<file path="config.mk">
export PLATFORM = sky130hd
export DESIGN_NAME = bellek_hakemi
export DESIGN_NICKNAME = d
export VERILOG_FILES = /design/src/rtl/bellek_hakemi.sv
export SDC_FILE = /design/constraint.sdc
export NUM_CORES = 1
export LEC_CHECK = 0
export BUFFER_PORTS_ARGS = -buffer_cell sky130_fd_sc_hd__buf_2
export CORE_ASPECT_RATIO = 1.75
export CORE_MARGIN = 2
export CORE_UTILIZATION = 30
export CTS_CLUSTER_SIZE = 8
export DETAILED_ROUTE_END_ITERATION = 10
export GPL_TIMING_DRIVEN = 0
export SLEW_MARGIN = 25
export SYNTH_ARGS = -nofsm -noshare
export SYNTH_HDL_FRONTEND = slang
export SYNTH_SLANG_ARGS = --single-unit
</file>
<file path="constraint.sdc">
create_clock -name clk_i -period 2.6 [get_ports clk_i]
set_clock_uncertainty 0.1 [all_clocks]
set_input_delay 0.26 -clock clk_i [delete_from_list [all_inputs] [get_ports clk_i]]
set_output_delay 0.26 -clock clk_i [all_outputs]
set_load 0.02 [all_outputs]
</file>
<file path="src/rtl/bellek_hakemi.sv">
// bellek_hakemi
//   Arbitrates the single main-memory burst port between the instruction
//   cache (buyruk, read-only line fills) and the data cache (veri, fills and
//   write-backs). Round-robin grant; one burst of KELIME_SAYISI 32-bit beats
//   per grant.
//
//   Optional feature macro: BELLEK_HAKEMI_ZAMAN_ASIMI_EN
//     defined   -> per-beat wait counter; a beat that waits ZAMAN_ASIMI cycles
//                  without handshake aborts the burst (hata_o + *_bitti_o pulse)
//     undefined -> no wait counter, hata_o tied 0, bursts wait indefinitely
//
//   Ports
//     clk_i, rst_i (async, active-low)
//     bb_*      instruction-cache request / address / read data / done
//     vb_*      data-cache request / write flag / address / write data /
//               write-data accept / read data / done
//     kelime_sira_o  index of the current beat
//     abellek_* main-memory beat request / write / address / write data /
//               handshake / read data
//     hata_o    beat timeout pulse
//
//   state    | meaning
//   ---------+-----------------------------------------------
//   BOSTA    | idle, arbitrating between bb and vb requests
//   BB_AKTAR | instruction-cache fill burst in progress
//   VB_AKTAR | data-cache fill or write-back burst in progress

module bellek_hakemi #(
    parameter int KELIME_SAYISI = 8,
    parameter int ZAMAN_ASIMI   = 255
) (
    input  logic                             clk_i,
    input  logic                             rst_i,
    input  logic                             bb_istek_i,
    input  logic [31:0]                      bb_adres_i,
    output logic [31:0]                      bb_veri_o,
    output logic                             bb_veri_gecerli_o,
    output logic                             bb_bitti_o,
    input  logic                             vb_istek_i,
    input  logic                             vb_yaz_i,
    input  logic [31:0]                      vb_adres_i,
    input  logic [31:0]                      vb_yazma_veri_i,
    output logic                             vb_yazma_veri_al_o,
    output logic [31:0]                      vb_veri_o,
    output logic                             vb_veri_gecerli_o,
    output logic                             vb_bitti_o,
    output logic [$clog2(KELIME_SAYISI)-1:0] kelime_sira_o,
    output logic                             abellek_istek_o,
    output logic                             abellek_yaz_o,
    output logic [31:0]                      abellek_adres_o,
    output logic [31:0]                      abellek_yazma_veri_o,
    input  logic                             abellek_hazir_i,
    input  logic [31:0]                      abellek_okunan_veri_i,
    output logic                             hata_o
);

    localparam int SW = $clog2(KELIME_SAYISI);
    localparam logic [SW-1:0] SON_SIRA = SW'(KELIME_SAYISI - 1);

    typedef enum logic [1:0] {
        BOSTA    = 2'd0,
        BB_AKTAR = 2'd1,
        VB_AKTAR = 2'd2
    } durum_t;

    durum_t         r_durum;
    logic [31:0]    r_taban;
    logic           r_yaz;
    logic           r_son_bb;   // 1: last completed burst served bb
    logic [SW-1:0]  r_sira;

    logic           w_aktar;
    logic           w_bb;
    logic           w_vb;
    logic           w_vb_yaz;
    logic           w_el;
    logic           w_son_kelime;
    logic           w_zaman_doldu;
    logic           w_bitti;
    logic           w_bb_gecerli;
    logic           w_vb_gecerli;
    logic [31:0]    w_ofset;

    assign w_aktar      = (r_durum != BOSTA);
    assign w_bb         = (r_durum == BB_AKTAR);
    assign w_vb         = (r_durum == VB_AKTAR);
    assign w_vb_yaz     = w_vb && r_yaz;
    assign w_el         = w_aktar && abellek_hazir_i;
    assign w_son_kelime = (r_sira == SON_SIRA);
    assign w_bitti      = (w_el && w_son_kelime) || w_zaman_doldu;
    assign w_ofset      = {{(30-SW){1'b0}}, r_sira, 2'b00};
    assign w_bb_gecerli = w_bb && abellek_hazir_i;
    assign w_vb_gecerli = w_vb && !r_yaz && abellek_hazir_i;

`ifdef BELLEK_HAKEMI_ZAMAN_ASIMI_EN
    localparam int BW = $clog2(ZAMAN_ASIMI + 1);
    localparam logic [BW-1:0] BEKLE_YUK = BW'(ZAMAN_ASIMI - 1);

    // Down-counter of remaining wait cycles for the current beat; reloaded
    // while idle (covers the grant) and on every handshake.
    logic [BW-1:0] r_bekle;

    always_ff @(posedge clk_i or negedge rst_i) begin
        if (!rst_i) begin
            r_bekle <= '0;
        end else if (!w_aktar || w_el) begin
            r_bekle <= BEKLE_YUK;
        end else if (r_bekle != '0) begin
            r_bekle <= r_bekle - 1'b1;
        end
    end

    assign w_zaman_doldu = w_aktar && !abellek_hazir_i && (r_bekle == '0);
`else
    assign w_zaman_doldu = 1'b0;
`endif

    always_ff @(posedge clk_i or negedge rst_i) begin
        if (!rst_i) begin
            r_durum  <= BOSTA;
            r_taban  <= '0;
            r_yaz    <= 1'b0;
            r_son_bb <= 1'b1;
            r_sira   <= '0;
        end else begin
            case (r_durum)
                BOSTA: begin
                    // On a tie, serve the side that was not served last.
                    if (vb_istek_i && (!bb_istek_i || r_son_bb)) begin
                        r_durum <= VB_AKTAR;
                        r_taban <= vb_adres_i;
                        r_yaz   <= vb_yaz_i;
                    end else if (bb_istek_i) begin
                        r_durum <= BB_AKTAR;
                        r_taban <= bb_adres_i;
                        r_yaz   <= 1'b0;
                    end
                end
                BB_AKTAR, VB_AKTAR: begin
                    if (w_bitti) begin
                        r_durum  <= BOSTA;
                        r_sira   <= '0;
                        r_son_bb <= w_bb;
                    end else if (w_el) begin
                        r_sira <= r_sira + 1'b1;
                    end
                end
                default: begin
                    r_durum <= BOSTA;
                end
            endcase
        end
    end

    assign kelime_sira_o        = r_sira;
    assign abellek_istek_o      = w_aktar;
    assign abellek_yaz_o        = w_vb_yaz;
    assign abellek_adres_o      = w_aktar ? (r_taban + w_ofset) : 32'd0;
    assign abellek_yazma_veri_o = w_vb_yaz ? vb_yazma_veri_i : 32'd0;

    assign bb_veri_gecerli_o    = w_bb_gecerli;
    assign bb_veri_o            = w_bb_gecerli ? abellek_okunan_veri_i : 32'd0;
    assign bb_bitti_o           = w_bb && w_bitti;

    assign vb_veri_gecerli_o    = w_vb_gecerli;
    assign vb_veri_o            = w_vb_gecerli ? abellek_okunan_veri_i : 32'd0;
    assign vb_yazma_veri_al_o   = w_vb_yaz && abellek_hazir_i;
    assign vb_bitti_o           = w_vb && w_bitti;

    assign hata_o               = w_zaman_doldu;

endmodule

</file>
# Yosys cells after proc, flatten, opt, wreduce, memory -nomap -nowiden
# Index checks and enable logic that the tools add are counted.
dict set report word_totals {
  input_bits 134
  reg_bits 39
  output_inout_bits 139
}
dict set report classes {
  add_sub_neg 2
  reduce_logical 22
  n_eq_ne 5
  muxes 14
}
# cell n
set op_table {}
lappend op_table {{$mux W32} 6}
lappend op_table {{$add A32 B5 Y32} 1}
lappend op_table {{$logic_and A1 B1 Y1} 10}
lappend op_table {{$reduce_and A2 Y1} 4}
lappend op_table {{$mux W2} 3}
lappend op_table {{$mux W3} 2}
lappend op_table {{$reduce_bool A2 Y1} 3}
lappend op_table {{$pmux W2 S2} 1}
lappend op_table {{$add A3 B1 Y3 const B} 1}
lappend op_table {{$eq A3 B3 Y1 const B} 1}
lappend op_table {{$ne A3 B3 Y1 const B} 1}
lappend op_table {{$eq A2 B1 Y1 const B} 1}
lappend op_table {{$eq A2 B2 Y1 const B} 1}
lappend op_table {{$logic_not A1 Y1} 2}
lappend op_table {{$logic_not A2 Y1} 1}
lappend op_table {{$mux W1} 2}
lappend op_table {{$ne A2 B2 Y1 const B} 1}
lappend op_table {{$reduce_or A2 Y1} 1}
lappend op_table {{$logic_or A1 B1 Y1} 1}

# Depth between registers and ports, before layout
dict set report depth {
  depth_word 5
  depth_mapped 8
  depth_no_buf 7
}

# Worst setup path after synthesis
# No wires, ideal clock.
dict set report synth_path {
  path_type {reg2out}
  startpoint {register r_sira[0] (netlist: kelime_sira_o[0])}
  endpoint {output port abellek_adres_o[30]}
  arrival_time_ns 2.492
  setup_slack_ns -0.252
  stages_incl_launch_ff 8
  path_cell_list {dfrtp_1 -> ha_1 -> inv_1 -> fa_1 -> nor2b_1 -> o2111ai_1 -> or4_1 -> a21oi_1}
}
dict set report synth_between {
  elab_chain_cells 2
}
# element line
set synth_lines {}
lappend synth_lines {{from (decl)} 70} ;# logic [SW-1:0] r_sira;
lappend synth_lines {{from (signal assigned)} 145} ;# r_sira <= r_sira + 1'b1;
lappend synth_lines {{$add A32 B5 Y32} 158} ;# assign abellek_adres_o = w_aktar ? (r_taban + w_ofset) : 32'd0;
lappend synth_lines {{$mux W32} 158}
lappend synth_lines {{to (decl)} 50} ;# output logic [31:0] abellek_adres_o,
# No other way between the ends.

# Worst setup path after layout
dict set report layout_path {
  startpoint {register r_taban[2]}
  endpoint {output port abellek_adres_o[18]}
}
dict set report layout_between {
  elab_chain_cells 2
}
# element line
set layout_lines {}
lappend layout_lines {{from (decl)} 67} ;# logic [31:0] r_taban;
lappend layout_lines {{from (signal assigned)} 131} ;# r_taban <= vb_adres_i;
lappend layout_lines {{from (signal assigned)} 135} ;# r_taban <= bb_adres_i;
lappend layout_lines {{$add A32 B5 Y32} 158}
lappend layout_lines {{$mux W32} 158}
# No other way between the ends.

==> results.cfg <==
[status]
status = complete, but fails checks
violations = negative setup slack

[setup_path]
reg2reg_slack_ps = 300
cp-end-kind = primary output
worstPathMaxFanout = 8
reg2reg_to = r_durum[0]
cp_data_required_time_ps = 2240
slowest_stage = or4_4
worstRegToRegCells = 7
slowest_delay_ps = 430
critPathArrivalTime_ps = 2430
crit_type = reg -> out
rr_startpoint = r_durum[0]
startpoint_type = flip-flop
crit_chain = ha_4 > inv_2 > fa_2 > nor2b_4 > nor2_4 > buf_8 > or4_4 > a21oi_4 > buf_6
cp_top_family = simple AND/OR/NAND/NOR gates
critPathBufInv = 3

[sta]
fmax_mhz = 358.0
tns_ps = -2221
slew_viol_final = 0
finalCriticalPeriod_ps = 2794
final-setup-viol-count = 20
fin_crit_sh_pct = 107.4
slew_headroom_pct = 53.72
rsz0062_at_grt = yes
finalWorstSetupSlack_ps = -193.6
final-hold-violation-count = 0
tightestPinTransition_ps = 694.2

[die]
num_rows = 50
initial_utilization_pct = 30.67
dieArea_um2 = 11820
coreArea_um2 = 10700
die_w_um = 83.05
io_pins = 273
die_h_um = 142.3

[synthesis]
synth_warnings = 0
syn-mean-instance-area_um2 = 8.002
syn_inst = 410
synth_nets = 553
synth_cell_types = 44
ys_ff_latch = 39
netlist_area_um2 = 3281
ys_seq_area_share_pct = 29.79

[routing]
routedWlPerCell_um = 20.46
dr.pass1.iters = 6
vias = 4625
drtIter0Drc = 328
drc = 0
viasPerCell = 5.403
ant_nets = 0
wl_mm = 17.51

[grt]
grt_use_total_pct = 28.57
antenna_found_initial = 9
grt_pass1_vias = 4663
grt-ovfl-total = 0
grt_pass1_wl_mm = 26.30
grt_max_degree = 40

[cts]
clockRootBuffer = clkbuf_16
cts.sinks = 39
cts_tree = built
h-tree-depth = 2
clk-insertion-delay-late_ps = 290
path_clk_slew_ps = 60
cts_buffers = 5
cts_buffer_depth = 2

[placement]
place_ws_ps = -362.9
gp_congestion = 0.9075
postPlaceCellArea_um2 = 4821
post-dp-hpwl_mm = 13.97
port_buffers = 270

[min_path]
min_to = r_taban[23]
hp-start = bb_adres_i[23]
hold_depth = 3
worst_hold_path_type = in -> reg

[pwr]
pwr_density_cell_nw_per_um2 = 1012
peakVddDrop_v = 0.0005794
leakagePower_nw = 3.272

[finish]
drive_gt1_share_pct = 54.38
fin_nets = 861
area_growth_pct = 75.36
fin_area_um2 = 5753
final_common_cell = buf_2
final_cell_mix = buf_2 (250), and3_1 (66), inv_1 (41), buf_4 (38), and2_1 (37)

[job]
maxCapViolCount = 0
-- metrics by stage --
stage / power, mW / instances / util [%] / hold WS, ps
floorplan: 3.152 / 410 / - / -135.6
global placement: 4.221 / 810 / 45.06 / 348.7
detailed placement: 4.295 / 810 / 45.06 / 346.1
CTS: 5.503 / 832 / 51.23 / 35.96
global route: 6.202 / 852 / 53.68 / 89.17
finish: 5.821 / 856 / 53.78 / 80.22
-- cell usage after synthesis, drive strengths merged --
| cell type | instances | area [um2] |
|---|---|---|
| and3 | 66 | 412.9 |
| inv | 42 | 157.7 |
| and2 | 38 | 237.7 |
| dfrtp | 38 | 950.9 |
| clkbuf | 33 | 123.9 |
| a222oi | 32 | 320.3 |
| a21oi | 23 | 115.1 |
| nand2 | 16 | 60.06 |
| nor2 | 15 | 56.30 |
| o31ai | 14 | 105.1 |
| or4 | 14 | 105.1 |
| nor2b | 9 | 56.30 |
| ha | 8 | 100.1 |
| nand4 | 7 | 43.79 |
| o21ai | 6 | 30.02 |
| buf | 5 | 32.53 |
| nand3 | 5 | 25.02 |
| xor2 | 5 | 43.79 |
| and4 | 4 | 35.03 |
| mux2 | 3 | 33.78 |
| o2111ai | 3 | 26.28 |
| xnor2 | 3 | 26.28 |
| nand2b | 2 | 12.51 |
| nor3 | 2 | 10.01 |
| o22ai | 2 | 12.51 |
| or3 | 2 | 12.51 |
| a211oi | 1 | 7.510 |
| a21o | 1 | 7.510 |
| a22o | 1 | 8.760 |
| a31o | 1 | 8.760 |
| and3b | 1 | 8.760 |
| conb | 1 | 3.750 |
| dfstp | 1 | 26.28 |
| fa | 1 | 20.02 |
| nand3b | 1 | 7.510 |
| nor3b | 1 | 7.510 |
| nor4 | 1 | 6.260 |
| nor4b | 1 | 15.01 |
| o211ai | 1 | 7.510 |
-- cell type report --
| cell class | instances | area (um2) |
|---|---|---|
| fillers | 1042 | 4945 |
| multi-input cells | 291 | 2350 |
| repair buffers | 303 | 1730 |
| flip-flops and latches | 39 | 989.7 |
| plain buffers | 36 | 203.9 |
| well taps | 130 | 162.7 |
| inverters | 42 | 157.7 |
| clock buffers | 6 | 128.9 |
| diodes | 7 | 17.52 |
| clock inverters | 2 | 12.51 |
-- flip-flops by register name, indices dropped and copies added, names as in the netlist --
register,cells
r_yaz,1
r_taban,32
r_durum,2
r_son_bb,1
kelime_sira_o,3
-- layer usage --
layer	vias to the layer above	GRT usage, %	wire, um
li1	2137	-	-
met2	253	53.10	9114
met5	-	0	41
met3	37	13.17	2071
met1	2192	27.81	5792
met4	6	9.146	494
-- cells by family (layout without fill, tap and decap cells) --
| logic type | Yosys count | in the layout | synth area share [%] |
|---|---|---|---|
| AOI/OAI and AO/OA | 85 | 85 | 19.79 |
| xor gates and xnor gates | 8 | 8 | 2.136 |
| adders and majority gates | 9 | 9 | 3.661 |
| buffers and inverters | 80 | 389 | 9.573 |
| DFF | 39 | 39 | 29.79 |
| muxes | 3 | 3 | 1.030 |
| other | 1 | 8 | 0.1143 |
| and+or+nand+nor | 185 | 185 | 33.91 |
-- tightest hold or removal path: stages --
cell	delay, ps
buf_2	80
a222oi_1	50
inv_1	50
-- how the worst max path moves through the flow --
| stage | slack [ps] | endpoint | cells after the start | from |
|---|---|---|---|---|
| after detailed placement | -360 | abellek_adres_o[21] | 8 | kelime_sira_o[2] |
| after global routing | -250 | abellek_adres_o[18] | 9 | r_taban[2] |
| after CTS | -230 | abellek_adres_o[26] | 7 | r_taban[5] |
| final | -190 | abellek_adres_o[18] | 9 | r_taban[2] |
| after floorplan | 3 | abellek_adres_o[30] | 7 | kelime_sira_o[0] |
| after global placement | -340 | abellek_adres_o[21] | 8 | kelime_sira_o[2] |
-- power breakdown --
group | internal [mW] | switching [mW]
sequential | 0.913 | 0.383
clock | 0.355 | 0.265
combinational | 1.62 | 2.29
total | 2.88 | 2.94
-- timing repair --
action	CTS	global route
hold buffers	0	1
setup endpoints to repair	26	54
hold endpoints to repair	0	38
pin swaps	26	15
buffers inserted	14	16
cloned	2	0
gates resized for setup	101	40
(Power assumes the default switching activity.)
